### config.mk
export PLATFORM = sky130hd
export DESIGN_NAME = lemon_ctrl_fsm
export DESIGN_NICKNAME = d
export VERILOG_FILES = /design/src/rtl/lemon_pkg.sv /design/src/rtl/lemon_decode.sv /design/src/rtl/lemon_ctrl_fsm.sv
export SDC_FILE = /design/constraint.sdc
export NUM_CORES = 1
export LEC_CHECK = 0
export BUFFER_PORTS_ARGS = -buffer_cell sky130_fd_sc_hd__buf_2
export CORE_UTILIZATION = 30
export DETAILED_ROUTE_END_ITERATION = 10
export HOLD_SLACK_MARGIN = 0.08
export RECOVER_POWER = 100
export SKIP_CTS_REPAIR_TIMING = 1
export SLEW_MARGIN = 15
export SYNTH_ARGS = -nofsm -noshare
export SYNTH_HDL_FRONTEND = slang
export SYNTH_SLANG_ARGS = --single-unit
### constraint.sdc
create_clock -name clk -period 2.7 [get_ports clk]
set_clock_uncertainty 0.05 [all_clocks]
set_input_delay 0.135 -clock clk [delete_from_list [all_inputs] [get_ports clk]]
set_output_delay 0.135 -clock clk [all_outputs]
set_load 0.005 [all_outputs]
### src/rtl/lemon_pkg.sv
// Shared types, opcode constants and select encodings for the LemonPC
// multi-cycle control unit.
package lemon_pkg;

    typedef enum logic [2:0] {
        ST_IF   = 3'd0,
        ST_ID   = 3'd1,
        ST_EX   = 3'd2,
        ST_MEM  = 3'd3,
        ST_WB   = 3'd4,
        ST_HALT = 3'd5
    } state_t;

    localparam logic [6:0] OP_IMM    = 7'b0010011;
    localparam logic [6:0] OP_REG    = 7'b0110011;
    localparam logic [6:0] OP_LUI    = 7'b0110111;
    localparam logic [6:0] OP_AUIPC  = 7'b0010111;
    localparam logic [6:0] OP_JAL    = 7'b1101111;
    localparam logic [6:0] OP_JALR   = 7'b1100111;
    localparam logic [6:0] OP_LOAD   = 7'b0000011;
    localparam logic [6:0] OP_STORE  = 7'b0100011;
    localparam logic [6:0] OP_SYSTEM = 7'b1110011;

    localparam logic [2:0] F3_ADD    = 3'b000;
    localparam logic [2:0] F3_WORD   = 3'b010;
    localparam logic [2:0] F3_DOUBLE = 3'b011;
    localparam logic [6:0] F7_ADD    = 7'b0000000;
    localparam logic [6:0] F7_SUB    = 7'b0100000;

    localparam logic [2:0] IMM_I = 3'b000;
    localparam logic [2:0] IMM_S = 3'b001;
    localparam logic [2:0] IMM_B = 3'b010;
    localparam logic [2:0] IMM_U = 3'b011;
    localparam logic [2:0] IMM_J = 3'b100;

    localparam logic [3:0] ALU_ADD    = 4'd0;
    localparam logic [3:0] ALU_SUB    = 4'd1;
    localparam logic [3:0] ALU_PASS_B = 4'd2;

    localparam logic [1:0] WB_ALU  = 2'd0;
    localparam logic [1:0] WB_LOAD = 2'd1;
    localparam logic [1:0] WB_PC4  = 2'd2;

    localparam logic [31:0] EBREAK = 32'h0010_0073;

    // Everything the datapath needs from one decoded instruction.
    typedef struct packed {
        logic [2:0] imm_sel;
        logic [3:0] alu_op;
        logic       src_a_sel;
        logic       src_b_sel;
        logic [1:0] wb_sel;
        logic       pc_sel;
        logic       is_load;
        logic       is_store;
        logic [2:0] mem_size;
    } ctrl_t;

    localparam ctrl_t CTRL_NOP = '0;

endpackage

### src/rtl/lemon_decode.sv
// Combinational instruction decoder: maps one 32-bit word to a control bundle
// plus legal/ebreak indications. XLEN decides whether ld/sd are accepted.
module lemon_decode
    import lemon_pkg::*;
#(
    parameter int XLEN = 64
) (
    input  logic [31:0] inst,
    output ctrl_t       ctrl,
    output logic        legal,
    output logic        is_ebreak
);

    localparam bit WIDE = (XLEN == 64);

    logic [6:0] opcode;
    logic [2:0] funct3;
    logic [6:0] funct7;
    logic       mem_width_ok;

    assign opcode       = inst[6:0];
    assign funct3       = inst[14:12];
    assign funct7       = inst[31:25];
    assign mem_width_ok = (funct3 == F3_WORD) || (WIDE && (funct3 == F3_DOUBLE));

    always_comb begin
        // NOTE: every output gets a default before the case so no path can infer a latch.
        ctrl      = CTRL_NOP;
        legal     = 1'b0;
        is_ebreak = (inst == EBREAK);

        case (opcode)
            OP_IMM: begin
                if (funct3 == F3_ADD) begin
                    legal          = 1'b1;
                    ctrl.imm_sel   = IMM_I;
                    ctrl.alu_op    = ALU_ADD;
                    ctrl.src_b_sel = 1'b1;
                    ctrl.wb_sel    = WB_ALU;
                end
            end
            OP_REG: begin
                if (funct3 == F3_ADD && (funct7 == F7_ADD || funct7 == F7_SUB)) begin
                    legal       = 1'b1;
                    ctrl.alu_op = (funct7 == F7_SUB) ? ALU_SUB : ALU_ADD;
                    ctrl.wb_sel = WB_ALU;
                end
            end
            OP_LUI: begin
                legal          = 1'b1;
                ctrl.imm_sel   = IMM_U;
                ctrl.alu_op    = ALU_PASS_B;
                ctrl.src_b_sel = 1'b1;
                ctrl.wb_sel    = WB_ALU;
            end
            OP_AUIPC: begin
                legal          = 1'b1;
                ctrl.imm_sel   = IMM_U;
                ctrl.alu_op    = ALU_ADD;
                ctrl.src_a_sel = 1'b1;
                ctrl.src_b_sel = 1'b1;
                ctrl.wb_sel    = WB_ALU;
            end
            OP_JAL: begin
                legal          = 1'b1;
                ctrl.imm_sel   = IMM_J;
                ctrl.alu_op    = ALU_ADD;
                ctrl.src_a_sel = 1'b1;
                ctrl.src_b_sel = 1'b1;
                ctrl.wb_sel    = WB_PC4;
                ctrl.pc_sel    = 1'b1;
            end
            OP_JALR: begin
                if (funct3 == F3_ADD) begin
                    legal          = 1'b1;
                    ctrl.imm_sel   = IMM_I;
                    ctrl.alu_op    = ALU_ADD;
                    ctrl.src_b_sel = 1'b1;
                    ctrl.wb_sel    = WB_PC4;
                    ctrl.pc_sel    = 1'b1;
                end
            end
            OP_LOAD: begin
                if (mem_width_ok) begin
                    legal          = 1'b1;
                    ctrl.imm_sel   = IMM_I;
                    ctrl.alu_op    = ALU_ADD;
                    ctrl.src_b_sel = 1'b1;
                    ctrl.wb_sel    = WB_LOAD;
                    ctrl.is_load   = 1'b1;
                    ctrl.mem_size  = funct3;
                end
            end
            OP_STORE: begin
                if (mem_width_ok) begin
                    legal          = 1'b1;
                    ctrl.imm_sel   = IMM_S;
                    ctrl.alu_op    = ALU_ADD;
                    ctrl.src_b_sel = 1'b1;
                    ctrl.is_store  = 1'b1;
                    ctrl.mem_size  = funct3;
                end
            end
            OP_SYSTEM: begin
                legal = is_ebreak;
            end
            default: begin
                legal = 1'b0;
            end
        endcase
    end

endmodule

### src/rtl/lemon_ctrl_fsm.sv
// LemonPC multi-cycle control unit: sequences IF/ID/EX/MEM/WB with stallable
// instruction and data memory handshakes and drives the datapath controls.
module lemon_ctrl_fsm
    import lemon_pkg::*;
#(
    parameter int XLEN            = 64,
    parameter int HALT_ON_ILLEGAL = 1
) (
    input  logic        clk,
    input  logic        rst,
    output logic        imem_req,
    input  logic        imem_ack,
    input  logic [31:0] inst,
    output logic        dmem_req,
    output logic        dmem_we,
    output logic [2:0]  dmem_size,
    input  logic        dmem_ack,
    output logic [2:0]  imm_sel,
    output logic [3:0]  alu_op,
    output logic        src_a_sel,
    output logic        src_b_sel,
    output logic [1:0]  wb_sel,
    output logic        wb_en,
    output logic        pc_we,
    output logic        pc_sel,
    output logic        ir_we,
    output logic        ebreak_flag,
    output logic        illegal_flag,
    output logic        halted
);

    state_t      state_q, state_d;
    logic [31:0] ir_q;
    ctrl_t       ctrl_q, ctrl_d;
    logic        imem_req_q, imem_req_d;
    logic        dmem_req_q, dmem_req_d;
    logic        ebreak_q, illegal_q;
    logic        ebreak_set, illegal_set;
    logic        ir_load, wb_pulse, pc_pulse;

    ctrl_t       dec_ctrl;
    logic        dec_legal;
    logic        dec_ebreak;

    lemon_decode #(
        .XLEN (XLEN)
    ) u_decode (
        .inst      (ir_q),
        .ctrl      (dec_ctrl),
        .legal     (dec_legal),
        .is_ebreak (dec_ebreak)
    );

    always_comb begin
        state_d     = state_q;
        ctrl_d      = ctrl_q;
        imem_req_d  = 1'b0;
        dmem_req_d  = 1'b0;
        ir_load     = 1'b0;
        wb_pulse    = 1'b0;
        pc_pulse    = 1'b0;
        ebreak_set  = 1'b0;
        illegal_set = 1'b0;

        case (state_q)
            ST_IF: begin
                // An ack only counts while our own request is up.
                if (imem_req_q && imem_ack) begin
                    ir_load = 1'b1;
                    state_d = ST_ID;
                end else begin
                    imem_req_d = 1'b1;
                end
            end
            ST_ID: begin
                if (dec_ebreak) begin
                    ebreak_set = 1'b1;
                    state_d    = ST_HALT;
                end else if (!dec_legal) begin
                    illegal_set = 1'b1;
                    if (HALT_ON_ILLEGAL != 0) begin
                        state_d = ST_HALT;
                    end else begin
                        pc_pulse   = 1'b1;
                        imem_req_d = 1'b1;
                        state_d    = ST_IF;
                    end
                end else begin
                    ctrl_d  = dec_ctrl;
                    state_d = ST_EX;
                end
            end
            ST_EX: begin
                if (ctrl_q.is_load || ctrl_q.is_store) begin
                    dmem_req_d = 1'b1;
                    state_d    = ST_MEM;
                end else begin
                    state_d = ST_WB;
                end
            end
            ST_MEM: begin
                if (dmem_req_q && dmem_ack) begin
                    if (ctrl_q.is_store) begin
                        pc_pulse   = 1'b1;
                        imem_req_d = 1'b1;
                        ctrl_d     = CTRL_NOP;
                        state_d    = ST_IF;
                    end else begin
                        state_d = ST_WB;
                    end
                end else begin
                    dmem_req_d = 1'b1;
                end
            end
            ST_WB: begin
                wb_pulse   = 1'b1;
                pc_pulse   = 1'b1;
                imem_req_d = 1'b1;
                // Selects are cleared once the instruction retires so IF/ID
                // present pc_sel=0 for an illegal-NOP PC bump.
                ctrl_d     = CTRL_NOP;
                state_d    = ST_IF;
            end
            ST_HALT: begin
                state_d = ST_HALT;
            end
            default: begin
                state_d = ST_IF;
            end
        endcase
    end

    // NOTE: state registers use non-blocking assignments so every flop samples pre-edge values.
    always_ff @(posedge clk) begin
        if (rst) begin
            state_q    <= ST_IF;
            ctrl_q     <= CTRL_NOP;
            imem_req_q <= 1'b0;
            dmem_req_q <= 1'b0;
            ebreak_q   <= 1'b0;
            illegal_q  <= 1'b0;
            // NOTE: the instruction register is reset too, so decode never sees stale or X data.
            ir_q       <= '0;
        end else begin
            state_q    <= state_d;
            ctrl_q     <= ctrl_d;
            imem_req_q <= imem_req_d;
            dmem_req_q <= dmem_req_d;
            ebreak_q   <= ebreak_q | ebreak_set;
            illegal_q  <= illegal_q | illegal_set;
            if (ir_load) begin
                ir_q <= inst;
            end
        end
    end

    // Strobes are qualified with rst so a reset coinciding with an ack pulses nothing.
    assign ir_we        = ir_load & ~rst;
    assign wb_en        = wb_pulse & ~rst;
    assign pc_we        = pc_pulse & ~rst;

    assign imem_req     = imem_req_q;
    assign dmem_req     = dmem_req_q;
    assign dmem_we      = ctrl_q.is_store;
    assign dmem_size    = ctrl_q.mem_size;
    assign imm_sel      = ctrl_q.imm_sel;
    assign alu_op       = ctrl_q.alu_op;
    assign src_a_sel    = ctrl_q.src_a_sel;
    assign src_b_sel    = ctrl_q.src_b_sel;
    assign wb_sel       = ctrl_q.wb_sel;
    assign pc_sel       = ctrl_q.pc_sel;
    assign ebreak_flag  = ebreak_q;
    assign illegal_flag = illegal_q;
    assign halted       = (state_q == ST_HALT);

endmodule
==> flow_metrics.env, run 1 <==
export IMPL_synthXorXnorAreaFrac=0
export IMPL_ys_ff_latch=53
export IMPL_worst_setup_path_end_kind="register"
export IMPL_mappedNetlistArea_um2=2530
export IMPL_fp_dieArea_um2=8810
export IMPL_cts_tree="done"
export IMPL_routed_wirelength_um=6250
export IMPL_top_signal_layer_used="met4"
export IMPL_clk_insertion_delay_late_ns=0.30
export IMPL_most_frequent_cells_in_the_layout="sky130_fd_sc_hd__nand2_1, sky130_fd_sc_hd__dfxtp_1, sky130_fd_sc_hd__buf_2, sky130_fd_sc_hd__a21oi_1, sky130_fd_sc_hd__dlygate4sd3_1"
export IMPL_met3_length_um=256
export IMPL_synth_distinct_cells=51
export IMPL_cts_buffers=5
export IMPL_layout_cells_non_filler=499
export IMPL_ant_nets=0
export IMPL_synth_mux_area_fraction=0.0415
export IMPL_grt_remaining_overflow=0
export IMPL_final_layout_size_suffix_gt1_frac=0.183
export IMPL_ff2ff_setup_slack_ns=0.32
export IMPL_grt_max_degree=39
export IMPL_boundaryPins=60
export IMPL_worst_hold_path_endpoint="state_q[2]"
export IMPL_report_final_hold_viol_count=0
export IMPL_post_drt_via_cell_ratio=4.78
export IMPL_die_x_um=93.9
export IMPL_basic_gate_share_of_the_synthesized_area_counting_and_or_nand_and_nor_cells=0.311
export IMPL_maxCapViolCount=0
export IMPL_io_buffers=57
export IMPL_grt_total_usage=0.144
export IMPL_final_nets=430
export IMPL_drcViolationCount=0
export IMPL_slew_headroom=0.131
export IMPL_synth_yosys_seq_area_share=0.419
export IMPL_grt_setup_unrepaired="no"
export IMPL_placeableCoreArea_um2=8180
export IMPL_dp_hpwl_um=4410
export IMPL_vias_in_the_first_global_route=2059
export IMPL_worstRegToRegCells=5
export IMPL_die_height_um=93.9
export IMPL_data_arrival_time_of_the_critical_path_ns=2.52
export IMPL_synth_compound_area_share=0.162
export IMPL_initial_core_util=0.310
export IMPL_antenna_cells_inserted=0
export IMPL_cts_path_max_buffers=2
export IMPL_wl_per_cell_um=12.5
export IMPL_cp_required_ns=2.84
export IMPL_highest_achievable_clock_rate_ghz=0.421
export IMPL_num_vias=2387
export IMPL_worst_ir_drop_vdd_uv=214
export IMPL_crit_reg2reg_capture="src_a_sel"
export IMPL_hold_class="primary input to register"
export IMPL_gp_congestion=0.859
export IMPL_m1WireLength_um=3210
export IMPL_main_combinational_cell_family_by_area_after_synthesis="simple AND/OR/NAND/NOR gates"
export IMPL_numClockSinks=53
export IMPL_nFillCells=876
export IMPL_synthCells=316
export IMPL_layout_cells_most_common="sky130_fd_sc_hd__nand2_1"
export IMPL_final_setup_viol_count=0
export IMPL_synthFlopType="sky130_fd_sc_hd__dfxtp_1"
export IMPL_run_status="completed"
export IMPL_worstReg2RegStart="ir_q[4]"
export IMPL_tns_ns=0
export IMPL_regArea_um2=1060
export IMPL_crit_fanout=11
export IMPL_clock_tree_root_cell="sky130_fd_sc_hd__clkbuf_8"
export IMPL_h_tree_depth=2
export IMPL_synth_avg_cell_area_um2=8.01
export IMPL_synthToLayoutAreaGrowth_pct=28.1
export IMPL_drc_violation_total_after_the_first_tritonroute_iteration=93
export IMPL_worstSetupStartpointType="register"
export IMPL_fp_row_count=33
export IMPL_post_synth_fa_ha_maj_area_fraction=0
export IMPL_placed_cells=460
export IMPL_synthesis_yosys_warnings=0
export IMPL_final_max_tran_viols=0
export IMPL_min_from="dmem_ack"
export IMPL_final_min_clock_period_ns=2.38
export IMPL_area_of_the_multi_input_gates_um2=1300
export IMPL_leakagePower_nw=1.26
export IMPL_power_per_cell_area_nw_per_um2=460
export IMPL_grt_first_pass_wirelength_um=9900
export IMPL_async_reset_ff_frac=0
export IMPL_hold_depth=5
export IMPL_worstMarginPinSlew_ns=1.30
export IMPL_fin_crit_sh=0.880
export IMPL_synth_enable_flop_cells=0
export IMPL_antenna_found_initial=0
export IMPL_wl_met2_um=2740
export IMPL_clk_pin_slew_worst_paths_ns=0.09
export IMPL_drt_pass1_iterations=4
export IMPL_critical_path_class="register to register"
worst max-delay path by stage:
stage | from | end | slack [ns] | cells after the start
after floorplan | ir_q[4] | src_a_sel | 0.60 | 7
after global placement | ir_q[4] | src_a_sel | 0.44 | 5
after detailed placement | ir_q[4] | src_a_sel | 0.39 | 5
after CTS | ir_q[4] | src_a_sel | 0.38 | 5
after global routing | state_q[1] | ir_q[30] | 0.20 | 4
final | ir_q[4] | src_a_sel | 0.32 | 5
Yosys cell counts (2+ instances only):
cell,count,area (um^2)
sky130_fd_sc_hd__and3b_1,2,17.5
sky130_fd_sc_hd__buf_4,2,15.0
sky130_fd_sc_hd__nand4_1,4,25.0
sky130_fd_sc_hd__nor4_1,5,31.3
sky130_fd_sc_hd__dfxtp_1,53,1060
sky130_fd_sc_hd__o22ai_1,2,12.5
sky130_fd_sc_hd__mux2i_1,9,90.1
sky130_fd_sc_hd__nand3b_1,4,30.0
sky130_fd_sc_hd__a21oi_1,47,235
sky130_fd_sc_hd__o21ai_0,2,10.0
sky130_fd_sc_hd__nor4b_1,4,35.0
sky130_fd_sc_hd__nand2b_1,16,100
sky130_fd_sc_hd__nand3_1,6,30.0
sky130_fd_sc_hd__inv_1,5,18.8
sky130_fd_sc_hd__nor2_1,16,60.1
sky130_fd_sc_hd__o211ai_1,2,15.0
sky130_fd_sc_hd__nand2_1,74,278
sky130_fd_sc_hd__nor2b_1,3,18.8
sky130_fd_sc_hd__and2_1,2,12.5
sky130_fd_sc_hd__buf_6,3,33.8
sky130_fd_sc_hd__nor3b_1,2,15.0
sky130_fd_sc_hd__nor3_1,3,15.0
sky130_fd_sc_hd__or3b_2,2,17.5
sky130_fd_sc_hd__clkbuf_1,19,71.3
sky130_fd_sc_hd__a31oi_1,3,18.8
per-layer routing:
metal	GRT usage	vias up
li1	-	1235
met2	0.207	46
met5	0	-
met3	0.0332	5
met4	0.0449	0
met1	0.209	1101
flip-flops by register name (all words and copies together), names as in the netlist:
| signal | cells |
|---|---|
| dmem_we | 1 |
| imem_req | 1 |
| dmem_req | 1 |
| state_q | 3 |
| dmem_size | 3 |
| wb_sel | 1 |
| ir_q | 32 |
| imm_sel | 3 |
| illegal_flag | 1 |
| src_b_sel | 1 |
| ctrl_q | 1 |
| alu_op | 2 |
| pc_sel | 1 |
| src_a_sel | 1 |
| ebreak_flag | 1 |
per-stage QoR:
step / total power, mW / setup slack (ns) / utilization / cell area [um^2] / hold WS (ns)
floorplan: 0.974 / 0.603 / - / 2530 / 0.221
global placement: 1.03 / 0.441 / 0.350 / 2870 / 0.328
detailed placement: 1.03 / 0.395 / 0.350 / 2870 / 0.331
CTS: 1.47 / 0.383 / 0.361 / 2950 / 0.00333
global route: 1.57 / 0.197 / 0.397 / 3240 / 0.172
finish: 1.49 / 0.323 / 0.397 / 3240 / 0.181
critical path: stages (launching register included):
cell and delay, ns:
sky130_fd_sc_hd__dfxtp_1 0.51, sky130_fd_sc_hd__and4b_4 0.27, sky130_fd_sc_hd__o211a_1 0.25, sky130_fd_sc_hd__a311oi_4 0.52
sky130_fd_sc_hd__a31o_4 0.34, sky130_fd_sc_hd__mux2_1 0.34
kinds of logic (layout without fill, tap and decap cells):
group	Yosys count	in the layout
buffers and inverters	31	108
and+or+nand+nor	154	154
other	1	2
DFF	53	53
AOI/OAI and AO/OA	67	67
muxes	10	10
report_power, final:
group	total, mW	internal [mW]	switching (mW)
sequential	0.835	0.809	0.0260
combinational	0.207	0.104	0.103
clock	0.447	0.204	0.243
total	1.49	1.12	0.372
layout make-up:
| type | instances | share of cell area |
|---|---|---|
| Tap cell | 105 | 0.0405 |
| Inverter | 5 | 0.00579 |
| Clock buffer | 7 | 0.0266 |
| Sequential cell | 53 | 0.327 |
| Timing Repair Buffer | 96 | 0.199 |
| Multi-Input combinational cell | 233 | 0.401 |
Power figures use the tool's default switching activity.
==> run 2, diff against run 1 <==
REMOVE_ABC_BUFFERS = 1   (was not set)
==> run 2 against run 1 <==
  * Routed wire length shrank 3.5%
  * Clock power grew 15%
  * Worst setup slack gained 0.019 ns
  * Flip-flop and latch count is the same
  * Final area grew 0.54%
  * Combinational power is essentially flat
  * Sequential power is essentially flat
  * Critical path type unchanged
  * Critical endpoint unchanged
==> flow_metrics.env, run 2 (synthesis results as in run 1) <==
export IMPL_drc_violation_total_after_the_first_tritonroute_iteration=98
export IMPL_m1WireLength_um=2800
export IMPL_post_drt_via_cell_ratio=4.76
export IMPL_ff2ff_setup_slack_ns=0.34
export IMPL_final_min_clock_period_ns=2.36
export IMPL_drt_pass1_iterations=4
export IMPL_layout_cells_most_common="sky130_fd_sc_hd__nand2_1"
export IMPL_regArea_um2=1060
export IMPL_critical_path_top_delay_family="compound AO/OA/AOI/OAI gates"
export IMPL_worst_hold_path_endpoint="state_q[2]"
export IMPL_highest_achievable_clock_rate_ghz=0.424
export IMPL_hold_class="primary input to register"
export IMPL_grt_first_pass_wirelength_um=9810
export IMPL_power_per_cell_area_nw_per_um2=477
export IMPL_numClockSinks=53
export IMPL_fin_crit_sh=0.873
export IMPL_io_buffers=57
export IMPL_grt_total_usage=0.141
export IMPL_ant_nets=0
export IMPL_crit_fanout=11
export IMPL_cts_buffers=5
export IMPL_grt_max_degree=36
export IMPL_stdcell_area_um2=3260
export IMPL_vias_in_the_first_global_route=2095
export IMPL_power_total_mw=1.56
export IMPL_placed_cells=457
export IMPL_worst_setup_path_end_kind="register"
export IMPL_min_from="dmem_ack"
export IMPL_synthToLayoutAreaGrowth_pct=28.8
export IMPL_wl_per_cell_um=12.2
export IMPL_cp_required_ns=2.84
export IMPL_wl_met2_um=2850
export IMPL_clock_tree_root_cell="sky130_fd_sc_hd__clkbuf_8"
export IMPL_final_nets=427
export IMPL_die_height_um=93.9
export IMPL_final_setup_viol_count=0
export IMPL_final_layout_size_suffix_gt1_frac=0.169
export IMPL_crit_path_top_delay_cell="sky130_fd_sc_hd__dfxtp_1"
export IMPL_fp_row_count=33
export IMPL_drcViolationCount=0
export IMPL_antenna_found_initial=0
export IMPL_h_tree_depth=2
export IMPL_cts_path_max_buffers=2
export IMPL_slew_headroom=0.544
export IMPL_cts_tree="done"
export IMPL_final_max_tran_viols=0
export IMPL_crit_reg2reg_capture="src_a_sel"
export IMPL_num_vias=2361
export IMPL_critical_path_buf_inv_count=0
export IMPL_dp_hpwl_um=4160
export IMPL_area_of_the_multi_input_gates_um2=1310
export IMPL_hold_depth=5
export IMPL_worst_ir_drop_vdd_uv=268
export IMPL_top_signal_layer_used="met4"
export IMPL_run_status="completed"
export IMPL_worstMarginPinSlew_ns=0.675
export IMPL_critical_path_class="register to register"
export IMPL_timing_critical_path_cells="and4b_4, o211a_1, a311oi_4, a31o_4, mux2_1"
export IMPL_most_frequent_cells_in_the_layout="sky130_fd_sc_hd__nand2_1, sky130_fd_sc_hd__dfxtp_1, sky130_fd_sc_hd__a21oi_1, sky130_fd_sc_hd__buf_2, sky130_fd_sc_hd__dlygate4sd3_1"
export IMPL_met3_length_um=297
export IMPL_grt_remaining_overflow=0
export IMPL_data_arrival_time_of_the_critical_path_ns=2.50
export IMPL_worstRegToRegCells=5
export IMPL_nFillCells=881
export IMPL_largest_register_ffs=32
export IMPL_max_stage_delay_ns=0.51
export IMPL_antenna_cells_inserted=0
export IMPL_grt_setup_unrepaired="no"
export IMPL_placedInstanceArea_um2=2860
export IMPL_fp_dieArea_um2=8810
export IMPL_worstReg2RegStart="ir_q[4]"
export IMPL_placeableCoreArea_um2=8180
export IMPL_report_final_hold_viol_count=0
export IMPL_worstSetupStartpointType="register"
export IMPL_maxCapViolCount=0
export IMPL_boundaryPins=60
export IMPL_layout_cells_non_filler=496
export IMPL_leakagePower_nw=1.23
export IMPL_clk_pin_slew_worst_paths_ns=0.09
export IMPL_registers_top_by_ff_count="ir_q"
export IMPL_initial_core_util=0.310
export IMPL_clk_insertion_delay_late_ns=0.30
export IMPL_die_x_um=93.9
export IMPL_routed_wirelength_um=6030
export IMPL_gp_congestion=0.878
[run 2: where the power goes]
| group | switching (mW) | internal [mW] | total (mW) |
|---|---|---|---|
| Sequential | 0.0266 | 0.809 | 0.836 |
| Combinational | 0.101 | 0.103 | 0.204 |
| Clock | 0.247 | 0.270 | 0.516 |
| Total | 0.374 | 1.18 | 1.56 |
[run 2: area by class of cell]
class                   count  area share
multi-input cells         233       0.403
flip-flops and latches     53       0.326
repair buffers             93       0.194
well taps                 105      0.0403
clock buffers               5      0.0211
clock inverters             2      0.0107
inverters                   5     0.00576
[run 2: through the flow]
stage / setup TNS (ns) / util / worst slack, ns / hold WS (ns)
final: 0 / 0.399 / 0.342 / 0.189
after global routing: 0 / 0.399 / 0.231 / 0.199
after CTS: 0 / 0.362 / 0.374 / -0.00366
after detailed placement: 0 / 0.349 / 0.396 / 0.331
after global placement: 0 / 0.349 / 0.445 / 0.325
after floorplan: -13.88 / - / -0.434 / 0.154
[run 2: worst max path at each step]
| stage | from | end | slack (ns) | cells past startpoint |
|---|---|---|---|---|
| floorplan | state_q[1] | ir_q[0] | -0.43 | 3 |
| global placement | ir_q[4] | src_a_sel | 0.45 | 5 |
| detailed placement | ir_q[4] | src_a_sel | 0.40 | 5 |
| CTS | ir_q[4] | src_a_sel | 0.37 | 5 |
| global route | ir_q[4] | src_a_sel | 0.23 | 5 |
| finish | ir_q[4] | src_a_sel | 0.34 | 5 |
[run 2: worst min-delay path, cell delays in order]
cell                      delay, ns
sky130_fd_sc_hd__buf_2         0.12
sky130_fd_sc_hd__nand2_1       0.10
sky130_fd_sc_hd__nand2_1       0.06
sky130_fd_sc_hd__nand2_1       0.06
sky130_fd_sc_hd__a21oi_1       0.03
[run 2: layer usage]
layer,vias up,GRT usage
li1,1226,-
met1,1069,0.180
met2,58,0.228
met3,8,0.0413
met4,0,0.0385
met5,-,0
